==> src/rtl/reg_share_arbiter.sv <==
// Round-robin arbiter that lets NREQ requesters take turns writing one shared register.
// A transaction is IDLE -> GRANT -> DONE; only the granted requester may write, and only once.
module reg_share_arbiter #(
    parameter int NREQ  = 4,
    parameter int WIDTH = 8,
    localparam int IDXW = (NREQ > 1) ? $clog2(NREQ) : 1
) (
    input  logic                  clk,
    input  logic                  rst_n,
    input  logic [NREQ-1:0]       req_i,
    input  logic [NREQ*WIDTH-1:0] wdata_i,
    input  logic                  clr_i,
    output logic [NREQ-1:0]       gnt_o,
    output logic [NREQ-1:0]       ack_o,
    output logic [WIDTH-1:0]      q_o,
    output logic [IDXW-1:0]       owner_o,
    output logic                  valid_o,
    output logic                  busy_o
);

    typedef enum logic [1:0] {
        IDLE,
        GRANT,
        DONE
    } state_e;

    state_e            state_q, state_d;
    logic [IDXW-1:0]   ptr_q, ptr_d;
    logic [IDXW-1:0]   win_q, win_d;
    logic [NREQ-1:0]   gnt_q, gnt_d;
    logic [NREQ-1:0]   ack_q, ack_d;
    logic [WIDTH-1:0]  data_q, data_d;
    logic [IDXW-1:0]   owner_q, owner_d;
    logic              valid_q, valid_d;

    logic [WIDTH-1:0]  slices [NREQ];
    logic [IDXW-1:0]   winIdx;
    logic [IDXW-1:0]   nextPtr;
    logic              anyReq;
    logic              writeEn;

    for (genvar i = 0; i < NREQ; i++) begin : gSlice
        assign slices[i] = wdata_i[i*WIDTH +: WIDTH];
    end

    assign anyReq  = |req_i;
    assign writeEn = (state_q == GRANT) && !clr_i && req_i[win_q];
    assign nextPtr = (win_q == IDXW'(NREQ - 1)) ? '0 : win_q + 1'b1;

    // First set request bit at or above ptr, wrapping past NREQ-1 back to 0.
    always_comb begin
        logic [IDXW:0] cand;
        winIdx = '0;
        cand   = '0;
        for (int off = NREQ - 1; off >= 0; off--) begin
            cand = {1'b0, ptr_q} + (IDXW+1)'(off);
            if (cand >= (IDXW+1)'(NREQ)) begin
                cand = cand - (IDXW+1)'(NREQ);
            end
            if (req_i[cand[IDXW-1:0]]) begin
                winIdx = cand[IDXW-1:0];
            end
        end
    end

    always_ff @(posedge clk or negedge rst_n) begin
        if (!rst_n) begin
            state_q <= IDLE;
            ptr_q   <= '0;
            win_q   <= '0;
            gnt_q   <= '0;
            ack_q   <= '0;
            data_q  <= '0;
            owner_q <= '0;
            valid_q <= 1'b0;
        end else begin
            state_q <= state_d;
            ptr_q   <= ptr_d;
            win_q   <= win_d;
            gnt_q   <= gnt_d;
            ack_q   <= ack_d;
            data_q  <= data_d;
            owner_q <= owner_d;
            valid_q <= valid_d;
        end
    end

    always_comb begin
        state_d = state_q;
        unique case (state_q)
            IDLE:    if (anyReq) state_d = GRANT;
            GRANT:   state_d = writeEn ? DONE : IDLE;
            DONE:    state_d = IDLE;
            default: state_d = IDLE;
        endcase
    end

    // A clear in GRANT both blocks the write (writeEn) and zeroes the register.
    always_comb begin
        ptr_d   = ptr_q;
        win_d   = win_q;
        gnt_d   = '0;
        ack_d   = '0;
        data_d  = data_q;
        owner_d = owner_q;
        valid_d = valid_q;
        busy_o  = (state_q != IDLE);
        if (state_q == IDLE && anyReq) begin
            win_d         = winIdx;
            gnt_d[winIdx] = 1'b1;
        end
        if (writeEn) begin
            data_d       = slices[win_q];
            owner_d      = win_q;
            valid_d      = 1'b1;
            ack_d[win_q] = 1'b1;
            ptr_d        = nextPtr;
        end
        if (clr_i) begin
            data_d  = '0;
            valid_d = 1'b0;
        end
    end

    assign gnt_o   = gnt_q;
    assign ack_o   = ack_q;
    assign q_o     = data_q;
    assign owner_o = owner_q;
    assign valid_o = valid_q;

endmodule

==> config.mk <==
export PLATFORM = sky130hd
export DESIGN_NAME = reg_share_arbiter
export DESIGN_NICKNAME = d
export VERILOG_FILES = /design/src/rtl/reg_share_arbiter.sv
export SDC_FILE = /design/constraint.sdc
export NUM_CORES = 1
export LEC_CHECK = 0
export BUFFER_PORTS_ARGS = -buffer_cell sky130_fd_sc_hd__buf_2
export CAP_MARGIN = 20
export CORE_MARGIN = 1.5
export CORE_UTILIZATION = 40
export DETAILED_ROUTE_END_ITERATION = 12
export GPL_ROUTABILITY_DRIVEN = 0
export MAX_ROUTING_LAYER = met4
export PLACE_DENSITY = 0.77
export SLEW_MARGIN = 20
export SYNTH_ARGS = -nofsm -noshare
export SYNTH_HDL_FRONTEND = slang
export SYNTH_SLANG_ARGS = --single-unit
==> constraint.sdc <==
create_clock -name clk -period 1.85 [get_ports clk]
set_clock_uncertainty 0.2 [all_clocks]
set_input_delay 0.0925 -clock clk [delete_from_list [all_inputs] [get_ports clk]]
set_output_delay 0.0925 -clock clk [all_outputs]
set_load 0.02 [all_outputs]
==> impl_metrics.py <==
metrics = {
    "run_status": {
        "run_status": "finished with violations",
        "failed_checks": "negative setup slack",
    },
    "timing": {
        "finalHoldViolCount": 0,
        "rsz0062_at_grt": "yes",
        "fmax_mhz": 529,
        "fin_ws_ns": -0.0390,
        "tns_ns": -0.187,
        "timing_max_transition_violations_final": 0,
        "tightest_slew_margin_relative_to_the_limit_pct": 64.0,
        "worstMarginPinSlew_ns": 0.540,
        "finalWorstPathRequiredPeriod_ns": 1.89,
        "hold_ws_ns": 0.0133,
        "report.final.setup_viol": 8,
        "timing.final.crit_share_pct": 102,
    },
    "layout": {
        "layout.nets": 224,
        "antenna-diode-count": 0,
        "syn2layout_area_growth_pct": 34.3,
        "drive_gt1_share_pct": 54.4,
        "final-instance-count-excl-fill": 226,
        "final_util_pct": 56.1,
    },
    "cts": {
        "ctsRootBufferMaster": "clkbuf_4",
        "cts-root-to-sink-buffers": 2,
        "postCtsResizedCells": 0,
        "cts_made_buffers": 3,
        "cts_tree": "built",
        "path_clk_slew_ns": 0.12,
        "clock_sink_count": 25,
        "clock_tree.htree_level_count": 1,
        "clkLatencyLatePin_ns": 0.32,
    },
    "global_routing": {
        "maximum_number_of_pins_on_one_net_before_global_route_repair": 26,
        "total_routing_resource_utilization_after_global_routing_pct": 15.6,
        "gr-total-overflow": 0,
        "grt_first_pass_wirelength_mm": 4.19,
        "number_of_antenna_violations_at_the_first_check_in_global_routing": 0,
        "via_count_of_the_first_global_routing_pass": 1025,
    },
    "floorplanning": {
        "die_height_um": 62.0,
        "io_pins": 59,
        "rows": 21,
        "core-area_mm2": 0.00334,
        "die_w_um": 62.0,
        "die-area_mm2": 0.00384,
        "initial_utilization_pct": 41.7,
    },
    "place": {
        "placed_cells": 215,
        "detailedPlacementHpwl_mm": 2.18,
        "io_buffers": 58,
    },
    "synthesis": {
        "synth.top_cell.area_share_pct": 44.9,
        "yosys_warnings": 0,
        "synth_seq_cells": 25,
        "synth_common_cells": "25 x dfrtp_1, 10 x mux2_2, 9 x inv_1, 8 x mux4_2, 8 x nor2b_1",
        "synthCells": 108,
        "synth.net_count": 151,
        "synth_seq_area_share_pct": 44.9,
        "top_ff_cell_synth": "dfrtp_1",
        "postSynthAreaPerCell_um2": 12.9,
        "synth_area_leaders": "dfrtp_1 45%, mux4_2 13%, mux2_2 8.1%",
        "ys_types": 29,
        "synth-edff-count": 0,
        "post_synth_instance_area_mm2": 0.00139,
        "netlist.top_cell.by_area": "dfrtp_1",
        "yosys.cell_count.top_type": "dfrtp_1",
        "ys_async_sr_fraction_pct": 100,
    },
    "pwr": {
        "vdd_drop_max_mv": 0.503,
        "cellPowerDensity_mw_per_mm2": 1400,
        "p_leak_nw": 0.990,
    },
    "min_path": {
        "worstHoldPathCells": 3,
        "hold_class": "in2reg",
    },
    "route": {
        "post-route-drc-count": 0,
        "drtPass1Iterations": 4,
        "wl_per_cell_um": 12.7,
        "first_iter_violations": 57,
        "route.antenna.remaining_nets": 0,
        "drt-total-wl_mm": 2.87,
        "vias": 1092,
        "viasPerCell": 4.83,
    },
    "setup_path": {
        "timing.setup.critical_path_class": "reg2reg",
        "critPathLaunchType": "flop",
        "crit_path_end_kind": "flop",
        "timing.critical_path.required_ns": 1.87,
        "crit_arrival_ns": 1.91,
        "ff2ff_path_depth": 5,
        "worstPathMaxFanout": 11,
    },
    "flow_run": {
        "cap_viol_max_count": 0,
    },
}
-- path summary, 6_finish.rpt --
path                                 startpoint                  end  slack, ns
max                        win_q[1]$_DFFE_PN0P_   q_o[2]$_DFFE_PN0P_      -0.04
min                                  wdata_i[1]   q_o[1]$_DFFE_PN0P_       0.01
max reg2reg                win_q[1]$_DFFE_PN0P_   q_o[2]$_DFFE_PN0P_      -0.04
min reg2reg                 valid_o$_DFFE_PN0P_  valid_o$_DFFE_PN0P_       0.34
max in group asynchronous                 rst_n   q_o[5]$_DFFE_PN0P_       1.02
min in group asynchronous                 rst_n   q_o[6]$_DFFE_PN0P_       0.07
-- state kept, by name (all words and copies together) (netlist names) --
signal,cells
ptr_q,2
valid_o,1
gnt_o,4
q_o,8
state_q,2
owner_o,2
ack_o,4
win_q,2
-- timing repair --
action                                 in CTS  in global routing
setup endpoints to repair                   9                  9
endpoints found under the hold margin      27                  0
hold buffers                                4                  0
setup buffers                               3                  0
-- per-layer routing --
metal | track usage (%) | share of wire (%) | wire [um] | vias up
li1 | - | - | - | 529
met5 | - | 0 | 0 | -
met4 | 8.21 | 2.0 | 58 | 0
met2 | 28.9 | 50 | 1440 | 46
met3 | 1.66 | 7.3 | 208 | 5
met1 | 15.8 | 41 | 1170 | 512
-- power breakdown --
group          internal, mW  leakage (nW)  switching (mW)
clock network        0.0844        0.0150           0.150
registers             0.740         0.331           0.123
logic                 0.802         0.644           0.724
total                  1.63         0.990           0.998
-- worst max-delay path, cell delays in order, from the launching register on --
cell and delay, ns:
dfrtp_1 0.44, mux2_4 0.32, or2_4 0.25, o211ai_4 0.09
buf_12 0.16, mux2_2 0.33
-- metrics by stage --
| step | area, um2 | power (mW) | setup WS, ns |
|---|---|---|---|
| global route | 1870 | 2.81 | -0.0752 |
| detailed placement | 1780 | 2.38 | -0.0693 |
| global placement | 1780 | 2.33 | -0.0166 |
| CTS | 1870 | 2.66 | -0.0413 |
| finish | 1870 | 2.62 | -0.0390 |
| floorplan | 1390 | 1.92 | -0.0253 |
-- logic make-up (layout without fill, tap and decap cells) --
kind of cell    count (synthesis)  after routing  synth area share (%)
buf+inv                        13             85                  5.03
flops                          25             25                  44.9
fa+ha+maj                       4              4                  3.59
simple gates                   29             29                  12.7
mux                            24             24                  27.1
compound gates                 13             13                  6.65
-- placed cells by master, fill, tap and decap left out, drive strengths merged --
cell | netlist | final
buf | 3 | 68
dfrtp | 25 | 25
mux2 | 15 | 15
inv | 9 | 9
mux4 | 8 | 8
nor2b | 8 | 8
nor2 | 7 | 7
a21oi | 7 | 7
nand2 | 4 | 4
ha | 4 | 4
dlygate4sd3 | 0 | 4
clkbuf | 1 | 4
nor4 | 2 | 2
and3b | 2 | 2
or2 | 2 | 2
nor3b | 2 | 2
o211ai | 1 | 1
mux2i | 1 | 1
a211oi | 1 | 1
nand3b | 1 | 1
a2bb2oi | 1 | 1
and3 | 1 | 1
o21ai | 1 | 1
o22ai | 1 | 1
a22o | 1 | 1
-- final cells by class --
cell class | instances | area, um2
multi-input cells | 70 | 697
clock buffers | 4 | 26.3
inverters | 9 | 33.8
fillers | 283 | 1470
well taps | 46 | 57.6
flip-flops and latches | 25 | 626
repair buffers | 72 | 430
No activity file was read; power rests on OpenSTA's default activity.
